**src/rtl/bcd_pkg.sv**
```systemverilog
// Shared definitions for the serial BCD add/subtract controller.
package bcd_pkg;

    localparam int unsigned DIGIT_W = 4;

    localparam logic OP_ADD = 1'b0;
    localparam logic OP_SUB = 1'b1;

    typedef enum logic [2:0] {
        ST_IDLE,
        ST_CHECK,
        ST_ADD,
        ST_FIX,
        ST_DONE
    } state_t;

    function automatic logic [DIGIT_W-1:0] nines(input logic [DIGIT_W-1:0] d);
        return DIGIT_W'(4'd9 - d);
    endfunction

endpackage

```
**src/rtl/bcd_digit_add.sv**
```systemverilog
// One-digit BCD adder: binary sum of two digits plus carry, +6 corrected above 9.
module bcd_digit_add
    import bcd_pkg::*;
(
    input  logic [DIGIT_W-1:0] a,
    input  logic [DIGIT_W-1:0] b,
    input  logic               cin,
    output logic [DIGIT_W-1:0] s,
    output logic               cout
);

    logic [DIGIT_W:0] sum;

    always_comb begin
        sum  = (DIGIT_W+1)'(a) + (DIGIT_W+1)'(b) + (DIGIT_W+1)'(cin);
        cout = (sum > (DIGIT_W+1)'(9));
        s    = cout ? DIGIT_W'(sum + (DIGIT_W+1)'(6)) : sum[DIGIT_W-1:0];
    end

endmodule

```
**src/rtl/bcd_serial_addsub_ctrl.sv**
```systemverilog
// Digit-serial packed-BCD adder/subtractor: one shared digit cell, sign-magnitude result,
// tens-complement fix-up pass when a subtraction goes negative.
module bcd_serial_addsub_ctrl
    import bcd_pkg::*;
#(
    parameter int unsigned DIGITS = 4
) (
    input  logic                        clk,
    input  logic                        rst,
    input  logic                        start,
    input  logic                        op,
    input  logic [DIGIT_W*DIGITS-1:0]   a,
    input  logic [DIGIT_W*DIGITS-1:0]   b,
    output logic                        busy,
    output logic                        done,
    output logic [DIGIT_W*DIGITS-1:0]   result,
    output logic                        cout,
    output logic                        neg,
    output logic                        err
);

    localparam int unsigned W  = DIGIT_W * DIGITS;
    localparam int unsigned IW = (DIGITS > 1) ? $clog2(DIGITS) : 1;

    state_t            state, state_n;
    logic [IW-1:0]     idx, idx_n;
    logic              carry, carry_n;
    logic [W-1:0]      a_q, a_n, b_q, b_n, result_n;
    logic              op_q, op_n;
    logic              cout_n, neg_n, err_n, busy_n, done_n;

    logic [DIGIT_W-1:0] a_dig, b_dig, r_dig;
    logic [DIGIT_W-1:0] cell_a, cell_b, cell_s;
    logic               cell_cout, bad_digit, last_digit;

    bcd_digit_add u_digit (
        .a    (cell_a),
        .b    (cell_b),
        .cin  (carry),
        .s    (cell_s),
        .cout (cell_cout)
    );

    // Select the current digit of each register and steer the shared cell
    always_comb begin
        a_dig     = '0;
        b_dig     = '0;
        r_dig     = '0;
        bad_digit = 1'b0;
        for (int i = 0; i < DIGITS; i++) begin
            if (idx == IW'(i)) begin
                a_dig = a_q[DIGIT_W*i +: DIGIT_W];
                b_dig = b_q[DIGIT_W*i +: DIGIT_W];
                r_dig = result[DIGIT_W*i +: DIGIT_W];
            end
            if (a_q[DIGIT_W*i +: DIGIT_W] > DIGIT_W'(9) || b_q[DIGIT_W*i +: DIGIT_W] > DIGIT_W'(9))
                bad_digit = 1'b1;
        end
        last_digit = (idx == IW'(DIGITS - 1));
        if (state == ST_FIX) begin
            cell_a = nines(r_dig);
            cell_b = '0;
        end else begin
            cell_a = a_dig;
            cell_b = (op_q == OP_SUB) ? nines(b_dig) : b_dig;
        end
    end

    // Next-state and datapath update
    always_comb begin
        state_n  = state;
        idx_n    = idx;
        carry_n  = carry;
        a_n      = a_q;
        b_n      = b_q;
        op_n     = op_q;
        result_n = result;
        cout_n   = cout;
        neg_n    = neg;
        err_n    = err;

        case (state)
            ST_IDLE: begin
                if (start) begin
                    a_n      = a;
                    b_n      = b;
                    op_n     = op;
                    result_n = '0;
                    cout_n   = 1'b0;
                    neg_n    = 1'b0;
                    err_n    = 1'b0;
                    state_n  = ST_CHECK;
                end
            end
            ST_CHECK: begin
                if (bad_digit) begin
                    err_n    = 1'b1;
                    result_n = '0;
                    state_n  = ST_DONE;
                end else begin
                    idx_n   = '0;
                    carry_n = (op_q == OP_SUB);
                    state_n = ST_ADD;
                end
            end
            ST_ADD, ST_FIX: begin
                for (int i = 0; i < DIGITS; i++) begin
                    if (idx == IW'(i))
                        result_n[DIGIT_W*i +: DIGIT_W] = cell_s;
                end
                carry_n = cell_cout;
                if (!last_digit) begin
                    idx_n = idx + IW'(1);
                end else begin
                    idx_n = '0;
                    if (state == ST_FIX) begin
                        state_n = ST_DONE;
                    end else if (op_q == OP_ADD) begin
                        cout_n  = cell_cout;
                        state_n = ST_DONE;
                    end else if (cell_cout) begin
                        neg_n   = 1'b0;
                        state_n = ST_DONE;
                    end else begin
                        // Borrow out: magnitude is the tens complement of what we have
                        neg_n   = 1'b1;
                        carry_n = 1'b1;
                        state_n = ST_FIX;
                    end
                end
            end
            ST_DONE: begin
                state_n = ST_IDLE;
            end
            default: begin
                state_n = ST_IDLE;
            end
        endcase

        busy_n = (state_n != ST_IDLE);
        done_n = (state_n == ST_DONE);
    end

    always_ff @(posedge clk) begin
        if (rst) begin
            state  <= ST_IDLE;
            idx    <= '0;
            carry  <= 1'b0;
            a_q    <= '0;
            b_q    <= '0;
            op_q   <= OP_ADD;
            result <= '0;
            cout   <= 1'b0;
            neg    <= 1'b0;
            err    <= 1'b0;
            busy   <= 1'b0;
            done   <= 1'b0;
        end else begin
            state  <= state_n;
            idx    <= idx_n;
            carry  <= carry_n;
            a_q    <= a_n;
            b_q    <= b_n;
            op_q   <= op_n;
            result <= result_n;
            cout   <= cout_n;
            neg    <= neg_n;
            err    <= err_n;
            busy   <= busy_n;
            done   <= done_n;
        end
    end

endmodule

```
**config.mk**
```make
export PLATFORM = sky130hd
export DESIGN_NAME = bcd_serial_addsub_ctrl
export DESIGN_NICKNAME = d
export VERILOG_FILES = /design/src/rtl/bcd_pkg.sv /design/src/rtl/bcd_digit_add.sv /design/src/rtl/bcd_serial_addsub_ctrl.sv
export SDC_FILE = /design/constraint.sdc
export NUM_CORES = 1
export LEC_CHECK = 0
export CORE_MARGIN = 2
export CORE_UTILIZATION = 30
export DETAILED_ROUTE_END_ITERATION = 8
export PLACE_DENSITY = 0.59
export SKIP_LAST_GASP = 1
export SLEW_MARGIN = 20
export SYNTH_ARGS = -nofsm -noshare
export SYNTH_HDL_FRONTEND = slang
export SYNTH_SLANG_ARGS = --single-unit
```
**constraint.sdc**
```tcl
create_clock -name clk -period 4.9 [get_ports clk]
set_input_delay 0.98 -clock clk [delete_from_list [all_inputs] [get_ports clk]]
set_output_delay 0.98 -clock clk [all_outputs]
set_load 0.005 [all_outputs]
```
[Word-level counts from Yosys, hierarchy flattened]
Cells that the tools add are included.
Operators by class
  muxes and demuxes: 54
  magnitude comparators: 9
  add/subtract/negate cells: 6
  equal/unequal tests: 17
  reduce and logical (&&, ||, !) cells: 21
Operators with widths (number)
  4-bit two-way mux: 20
  16-bit case mux with 3 select lines: 1
  4-bit > comparator (second input constant): 8
  16-bit two-way mux: 2
  2-bit != test (second input constant): 10
  3-bit two-way mux: 6
  1-bit two-way mux: 17
  4-bit AND reduction: 4
  5-bit AND reduction: 2
  3-bit case mux with 3 select lines: 1
  1-bit case mux with 2 select lines: 4
  4-bit subtractor (first input constant): 2
  3-bit by 2-bit equality test with 1-bit output (second input constant): 2
  2-bit nonzero test: 3
  3-bit nonzero test: 2
  4-bit by 4-bit adder with 5-bit output: 1
  5-bit by 1-bit adder with 5-bit output: 1
  5-bit by 4-bit > comparator with 1-bit output (second input constant): 1
  4-bit by 3-bit adder with 4-bit output (second input constant): 1
  2-bit equality test (second input constant): 2
  1-bit logical OR: 4
  2-bit two-way mux: 2
  2-bit case mux with 2 select lines: 1
  2-bit AND reduction: 2
  8 further kinds: 8
Storage, ports and cells
  bits in registers: 60
  logic and storage cells: 122

[Depth between registers and ports, before layout]
Gate-level depths: netlist (run 1).
  depth in word-level cells: 17
  gate-level depth with buffers: 19

[Cells and area by module]
A second synthesis (run 1) with hierarchy kept.
Unflattened totals
  cells, all modules: 420
  area total of the unflattened synthesis: 3144.3 µm²
By module, submodules not included
  bcd_serial_addsub_ctrl: area each 2932.8 µm², cells an instance 398, instances 1
  bcd_digit_add: area each 211.5 µm², cells an instance 22, instances 1

[Worst setup path after synthesis (run 1)]
No wires, ideal clock.
  path type: register -> register
  from: register idx[1]
  to: register cout
  clock period less this slack: 3.775 ns
  path slack: 1.125 ns
  stages on the path, launching flop included: 19
  library setup time: 0.067 ns
  data arrival time: 3.707 ns
  cells stage by stage: dfxtp_1 -> inv_1 -> ha_1 -> clkbuf_1 -> nand3b_1 -> a21oi_1 -> a21oi_1 -> mux4_2 -> fa_1 -> inv_1 -> fa_1 -> xor2_1 -> inv_1 -> ha_1 -> nand2_1 -> o31ai_1 -> o31a_1 -> or3_1 -> a21oi_2
On the way
  cells in the longest elaborated chain, start to end: 15
  elaborated cells on any way between the ends: 30
  those cells by class: 4 x add/sub; 1 x order compare; 4 x eq/ne; 19 x mux; 2 x reduce/logical
Ends and longest elaborated chain
  start: declaration: RTL line bcd_serial_addsub_ctrl.sv:26  | logic [IW-1:0] idx, idx_n;
  start signal: assignment: RTL line bcd_serial_addsub_ctrl.sv:160  | idx <= idx_n;
  2-bit zero test: RTL line bcd_serial_addsub_ctrl.sv:51  | if (idx == IW'(i)) begin
  4-bit two-way mux (4 in a row): RTL line bcd_serial_addsub_ctrl.sv:51
  4-bit subtractor: RTL line bcd_pkg.sv:18  | return DIGIT_W'(4'd9 - d);
  4-bit two-way mux: RTL line bcd_serial_addsub_ctrl.sv:65  | cell_b = (op_q == OP_SUB) ? nines(b_dig) : b_dig;
  4-bit two-way mux: RTL line bcd_serial_addsub_ctrl.sv:60  | if (state == ST_FIX) begin
  4-bit by 4-bit adder with 5-bit output: RTL line bcd_digit_add.sv:15  | sum = (DIGIT_W+1)'(a) + (DIGIT_W+1)'(b) + (DIGIT_W+1)'(cin);
  5-bit by 1-bit adder with 5-bit output: RTL line bcd_digit_add.sv:15
  5-bit by 4-bit > comparator with 1-bit output: RTL line bcd_digit_add.sv:16  | cout = (sum > (DIGIT_W+1)'(9));
  1-bit two-way mux: RTL line bcd_serial_addsub_ctrl.sv:118  | end else if (op_q == OP_ADD) begin
  1-bit two-way mux: RTL line bcd_serial_addsub_ctrl.sv:116  | if (state == ST_FIX) begin
  1-bit two-way mux: RTL line bcd_serial_addsub_ctrl.sv:112  | if (!last_digit) begin
  1-bit case mux with 2 select lines: RTL line bcd_serial_addsub_ctrl.sv:82  | case (state)
  end signal: assignment: RTL line bcd_serial_addsub_ctrl.sv:166  | cout <= cout_n;
  end: declaration: RTL line bcd_serial_addsub_ctrl.sv:17  | output logic cout,
Parallel ways exist; a longest one is shown, timed or not. The select of a mux whose other input is x is not followed.
A chain may end at the register's enable or synchronous reset.

[Worst setup path after layout (run 1)]
  from: register idx[1]
  to: register result[14]
On the way
  cells in the longest elaborated chain, start to end: 14
  elaborated cells on any way between the ends: 30
  those cells by class: 5 x add/sub; 1 x order compare; 4 x eq/ne; 18 x mux; 2 x reduce/logical
Ends and longest elaborated chain
  2-bit zero test: RTL line bcd_serial_addsub_ctrl.sv:51
  4-bit two-way mux (4 in a row): RTL line bcd_serial_addsub_ctrl.sv:51
  4-bit subtractor: RTL line bcd_pkg.sv:18
  4-bit two-way mux: RTL line bcd_serial_addsub_ctrl.sv:65
  4-bit two-way mux: RTL line bcd_serial_addsub_ctrl.sv:60
  4-bit by 4-bit adder with 5-bit output: RTL line bcd_digit_add.sv:15
  5-bit by 1-bit adder with 5-bit output: RTL line bcd_digit_add.sv:15
  4-bit by 3-bit adder with 4-bit output or 5-bit by 4-bit > comparator with 1-bit output (tied branches): RTL line bcd_digit_add.sv:17, bcd_digit_add.sv:16
  4-bit two-way mux: RTL line bcd_digit_add.sv:17  | s = cout ? DIGIT_W'(sum + (DIGIT_W+1)'(6)) : sum[DIGIT_W-1:0];
  4-bit two-way mux: RTL line bcd_serial_addsub_ctrl.sv:108  | if (idx == IW'(i))
  16-bit case mux with 3 select lines: RTL line bcd_serial_addsub_ctrl.sv:82
  end signal: assignment: RTL line bcd_serial_addsub_ctrl.sv:165  | result <= result_n;
  end: declaration: RTL line bcd_serial_addsub_ctrl.sv:16  | output logic [DIGIT_W*DIGITS-1:0] result,
Parallel ways exist; a longest one is shown, timed or not. The select of a mux whose other input is x is not followed.

==> results of run 1 <==
metal layers:
metal  global-route usage  wire length (um)  share of wire
met5                    0                 0              0
met4               0.0442                76         0.0094
met3               0.0340               398          0.049
met2                0.250              3800           0.47
met1                0.191              3780           0.47
power groups by stage:
stage	Clock, W	Sequential (W)	Combinational, W
finish	0.000520	0.000565	0.000412
global route	0.000548	0.000572	0.000461
CTS	0.000526	0.000565	0.000411
detailed placement	0	0.000576	0.000407
global placement	0	0.000575	0.000400
floorplan	0	0.000562	0.000290
Yosys cell counts (2+ instances only):
master | instances | share of area
a211oi_1 | 8 | 0.019
o211ai_1 | 2 | 0.0048
nor2_1 | 12 | 0.014
o22ai_1 | 5 | 0.010
nand4_1 | 2 | 0.0040
inv_1 | 22 | 0.027
nand3b_1 | 3 | 0.0072
buf_2 | 2 | 0.0032
fa_1 | 2 | 0.013
and3_1 | 2 | 0.0040
xor2_1 | 2 | 0.0056
a221oi_1 | 8 | 0.023
clkbuf_1 | 22 | 0.027
nand2b_1 | 10 | 0.020
o32ai_1 | 15 | 0.042
xnor2_1 | 3 | 0.0085
nor2b_1 | 20 | 0.040
ha_1 | 10 | 0.040
dfxtp_1 | 60 | 0.39
o21ai_1 | 3 | 0.0048
or3_1 | 7 | 0.014
nand2_1 | 86 | 0.10
o31ai_1 | 6 | 0.014
o31a_1 | 2 | 0.0056
a21oi_1 | 51 | 0.082
o21ai_0 | 7 | 0.011
nor3_1 | 11 | 0.018
layout make-up:
class                      count  area [um^2]  share of cell area
clock inverter                 5         83.8              0.0209
multi-input combinational    292         1740               0.433
inverter                      22         82.6              0.0206
clock buffer                  11          151              0.0378
timing repair buffer          59          581               0.145
sequential                    60         1200               0.300
tap                          136          170              0.0425
placed cells by master (no fill, tap or decap), types with 2 or more instances in the layout:
master	instances
a211oi_1	8
a21oi_1	51
a221oi_1	8
and3_1	2
buf_4	4
bufinv_16	2
clkbuf_8	11
clkdlybuf4s50_1	55
clkinvlp_4	2
dfxtp_1	60
fa_1	2
ha_1	10
inv_1	22
nand2_1	85
nand2b_1	10
nand3b_1	3
nand4_1	2
nor2_1	12
nor2b_1	20
nor3_1	10
o211ai_1	2
o21ai_0	7
o21ai_1	3
o22ai_1	5
o31a_1	2
o31ai_1	6
o32ai_1	15
or3_1	7
xnor2_1	3
xor2_1	2
metrics by stage:
step	hold WS, ns	setup slack (ns)
3_3_place_gp	0.448	0.636
3_5_place_dp	0.456	0.436
5_1_grt	0.480	0.0956
2_1_floorplan	0.432	1.13
4_1_cts	0.466	0.380
6_report	0.461	0.361
tightest hold or removal path, delay by kind of cell (launching register included):
family / cells / cell delay, ns
flip-flops: 1 / 0.31
AND/OR/NAND/NOR: 1 / 0.05
AO/OA/AOI/OAI: 1 / 0.05
logic make-up after synthesis:
| kind of cell | Yosys count | share of synthesized area |
|---|---|---|
| AO/OA/AOI/OAI | 113 | 0.232 |
| flip-flops | 60 | 0.386 |
| AND/OR/NAND/NOR | 160 | 0.246 |
| buffers and inverters | 47 | 0.0575 |
| adder cells (fa/ha/maj) | 12 | 0.0531 |
| multiplexers | 2 | 0.0105 |
| XOR/XNOR | 5 | 0.0141 |
path summary, 6_finish.rpt:
check,start,to,slack [ns]
worst min register to register,a_q[12],a_q[12],0.46
worst max-delay path,idx[1],result[14],0.36
worst max register to register,idx[1],result[14],0.36
worst min-delay path,a_q[12],a_q[12],0.46
sequential cells by signal, summed over array words and instances (netlist names), 2 cells and up:
name    count
result     16
state       3
a_q        16
idx         2
b_q        16
==> run metrics, run 1 <==
area growth from synthesis to layout 28.9%; clock transition at the registers of the reported paths 0.07 ns; CTS root buffer clkbuf_8; reg2reg path depth 17; GP Congestion 0.901; crit path DAT 4.74 ns; Ports 57; CP cell instances inv_1 > ha_1 > nor2b_1 > a221oi_1 > a211oi_1 > a21oi_1 > ha_1 > o21a_1 > ha_1 > xor2_1 > inv_1 > ha_1 > nand2_1 > o31ai_1 > o31a_1 > o211ai_1 > o32ai_1; Slew HR 0.437; drt first-iter violations 123; Netlist cell types 43; die area 11200 um^2; Final nets 492; mean area per synthesized cell 7.79 um^2; global-route wire length before repair 13400 um; die height 106 um; Max Slew Vio Count 0; CTS H-tree lvls 3; Sw Pwr 0.000478 W; leakage power 1.41 nW; combinational group share of total power 0.275; fillers 1085; Top delay family on crit path compound AO/OA/AOI/OAI gates; placed cell count 569; RSZ-0062 raised after global routing no; Hold Crit Depth 2; Core Box Area 10200 um^2; Synth Register Bits 60; total CTS buffers 9; Post-DP Area 3770 um^2; Pre-Repair DR Iteration Count 5; CTS tree built; vias in the first global route 2765; Final Hold Vio Count 0; Total Neg Setup Slack 0 ns; status finished, final reports clean; internal power 0.00102 W; Mapped Area 3110 um^2; chip width 106 um; Wirelength per Cell 13.8 um; crit share post-route 0.926; Hold Crit Class reg2reg; clk_lat worst skew 0.34 ns; critical path endpoint category flop; Reg power frac 0.377; WL final 8050 um; synthesized instance count 399; maximum vdd drop 0.185 mV; crit path buf inv count 2; worst setup path class reg2reg; synth warn 0; # hold bufs at CTS 0; largest net degree at the start of global routing 67; clk_skew 0.0105 ns; CTS Buffer Depth 2; grt ovf 0; Via density 4.95; async set or reset register ratio after synthesis 0; total power 0.00150 W; final setup violating endpoints 0; DRC 0; GRT Overall Usage 0.149; Final min period 4.54 ns; syn nets 447; port bufs 56; sequential share of the synthesized area 0.386; post-route cell area 4010 um^2; Worst path depth 17; EDFF count, synth 0; Final Util 0.393; CTS Sinks 60; DR vias 2893; clock share of power 0.347; CP dominant cell by count ha_1; Data required, critical path 5.10 ns; non-filler cells, final 585; antenna violations before repair 0; initial core utilization 0.305; CP max-delay cell ha_1; crit path max fanout 25; FMAX 0.220 GHz; Main synth FF type dfxtp_1; Worst-Margin Slew 0.845 ns; max_cap viols 0; crit start category flop; Antenna Nets Post-Route 0; CTS resizes 0; CP max stage delay 0.71 ns; Cell Pwr Density 374 nW/um^2; fraction of layout cells with a size suffix above 1 0.0579; setup bufs post-CTS 0; sw frac 0.319; ant diodes 0; row count 37; dpl hpwl 5930 um
Note: power is estimated with default switching activity, not from simulation.
==> inputs of run 2 (changes only) <==
--- a/config.mk
+++ b/config.mk
@@ -8,9 +8,11 @@
 export CORE_MARGIN = 2
 export CORE_UTILIZATION = 30
 export DETAILED_ROUTE_END_ITERATION = 8
+export MAX_ROUTING_LAYER = met4
 export PLACE_DENSITY = 0.59
 export SKIP_LAST_GASP = 1
 export SLEW_MARGIN = 20
 export SYNTH_ARGS = -nofsm -noshare
 export SYNTH_HDL_FRONTEND = slang
+export SYNTH_HIERARCHICAL = 1
 export SYNTH_SLANG_ARGS = --single-unit
==> run 2 against run 1 <==
Worst hold slack got worse by 0.0035 ns. Clock skew fell by 0.0023 ns. Design area fell by 0.97%. Critical path type unchanged. Largest power group unchanged.
==> run metrics, run 2 <==
count leader, synth nand2_1; Netlist cell types 45; commonest non-fill, non-tap cell in the layout nand2_1; metal3 WL 452 um; DR top layer met4; Mapped Area 3140 um^2; Main synth FF type dfxtp_1; # hold bufs at CTS 0; row count 37; CP cell instances inv_1 > ha_1 > nand3b_1 > a21oi_1 > a21oi_1 > a221oi_1 > a21oi_1 > fa_1 > fa_1 > xnor2_1 > ha_1 > a31o_1 > o31ai_4 > o21ai_0 > or2_2 > a21oi_1; status finished, final reports clean; Synth area leaders dfxtp_1, a21oi_1, nand2_1; Max Slew Vio Count 0; die area 11300 um^2; antenna violations before repair 0; Post-DP Area 3750 um^2; CP max stage delay 0.48 ns; fillers 1072; reg2reg path depth 16; Commonest cells post-synth nand2_1, a21oi_1, dfxtp_1; Cell Pwr Density 333 nW/um^2; Slew HR 0.463; port bufs 56; cell taking the most area after synthesis dfxtp_1; setup bufs post-CTS 0; leakage power 1.38 nW; Worst-Margin Slew 0.806 ns; hold path startpoint b_q[8]; Ports 57; CTS tree built; mean area per synthesized cell 7.49 um^2; DRC 0; crit path buf inv count 1; grt ovf 0; GP Congestion 0.861; drt first-iter violations 94; Core Box Area 10200 um^2; Top delay family on crit path compound AO/OA/AOI/OAI gates; area growth from synthesis to layout 26.2%; ant diodes 0; CP dominant cell by count a21oi_1; metal2 WL 3750 um; Via density 4.86; CTS H-tree lvls 3; final setup violating endpoints 0; multi-input logic area 1760 um^2; critical path endpoint category flop; Final Util 0.388; FF+latch area 1200 um^2; final worst slack 0.468 ns; flop2flop setup slack 0.47 ns; Pre-Repair DR Iteration Count 4; die height 106 um; EDFF count, synth 0; total CTS buffers 9; fraction of layout cells with a size suffix above 1 0.0601; Top Registers a_q x16, b_q x16, result x16; RSZ-0062 raised after global routing no; sequential share of the synthesized area 0.382; post-route cell area 3970 um^2; Final min period 4.43 ns; Routed met1 length 3690 um; FMAX 0.226 GHz; worst setup path class reg2reg; clk_skew 0.00819 ns; chip width 106 um; dpl ws 0.499 ns; DR vias 2928; post-synth top area share 0.382; synth warn 6; Wirelength per Cell 13.3 um; clock transition at the registers of the reported paths 0.07 ns; largest net degree at the start of global routing 63; Synth Register Bits 60; Antenna Nets Post-Route 0; CTS Buffer Depth 2; maximum vdd drop 0.142 mV; Total Neg Setup Slack 0 ns; CP max-delay cell fa_1; CTS root buffer clkbuf_8; Final nets 509; crit path max fanout 25; vias in the first global route 2703; crit share post-route 0.904; syn nets 468; Final Hold Vio Count 0; RR Startpoint idx[1]; Hold Crit Class reg2reg; crit path DAT 4.69 ns; most frequent cells in the layout nand2_1, a21oi_1, dfxtp_1, clkdlybuf4s50_1, o21ai_0; dpl hpwl 5910 um; CTS resizes 0; GRT Overall Usage 0.150; clk_lat worst skew 0.34 ns; CTS Sinks 60; global-route wire length before repair 13100 um; synthesized instance count 420; Data required, critical path 5.16 ns; async set or reset register ratio after synthesis 0; R2R Path End done; max_cap viols 0; initial core utilization 0.307; WL final 7990 um; crit start category flop; Hold Crit Depth 2; Hold Path Sink b_q[8]
-- run 2: cell count changes in the layout (fill, tap and decap cells not counted), sizes merged, moves of 5 or more --
cell	delta
a21oi	+30
a221oi	-6
a22oi	+5
inv	-10
nand2	+19
nor2b	-17
nor3	-7
o21ai	+26
o32ai	-15
or3	-5
-- run 2: report_power, final --
group	switching, W	internal (W)	total, W
Combinational	0.000173	0.000138	0.000311
Sequential	0.0000328	0.000523	0.000556
Clock	0.000192	0.000261	0.000453
-- run 2: routing by layer --
layer,vias to the layer above,GRT usage
met5,-,-
met3,8,0.0472
li1,1516,-
met1,1326,0.186
met2,78,0.234
met4,0,0.0423
-- run 2: area by class of cell --
class                   instances  share of cell area
multi-input cells             318               0.443
well taps                     136              0.0429
inverters                      12              0.0114
clock inverters                 4              0.0120
clock buffers                  12              0.0391
flip-flops and latches         60               0.303
repair buffers                 60               0.149
-- run 2: cells by family (layout without fill, tap and decap cells) --
logic type,after synthesis,after routing,synth area share
flip-flops,60,60,0.382
multiplexers,4,4,0.0127
AND/OR/NAND/NOR,154,154,0.224
adder cells (fa/ha/maj),12,12,0.0525
XOR/XNOR,5,5,0.0139
buffers and inverters,42,88,0.0609
AO/OA/AOI/OAI,143,143,0.254
-- run 2: how the worst max path moves through the flow --
stage | from | end | cells past startpoint
floorplan | idx[0] | done | 17
global placement | idx[1] | done | 16
detailed placement | idx[1] | state[2] | 16
CTS | idx[1] | state[2] | 16
global route | idx[1] | done | 16
finish | idx[1] | done | 16
-- run 2: stage by stage --
stage,hold WS [ns],power [W],cells
after global routing,0.476,0.00140,602
after global placement,0.447,0.000870,585
final,0.458,0.00132,602
after detailed placement,0.450,0.000877,585
after floorplan,0.433,0.000783,420
after CTS,0.459,0.00133,601
-- run 2: tightest hold or removal path: stages, from the launching register on --
cell	delay, ns
dfxtp_1	0.31
nand2_1	0.05
a21oi_1	0.05
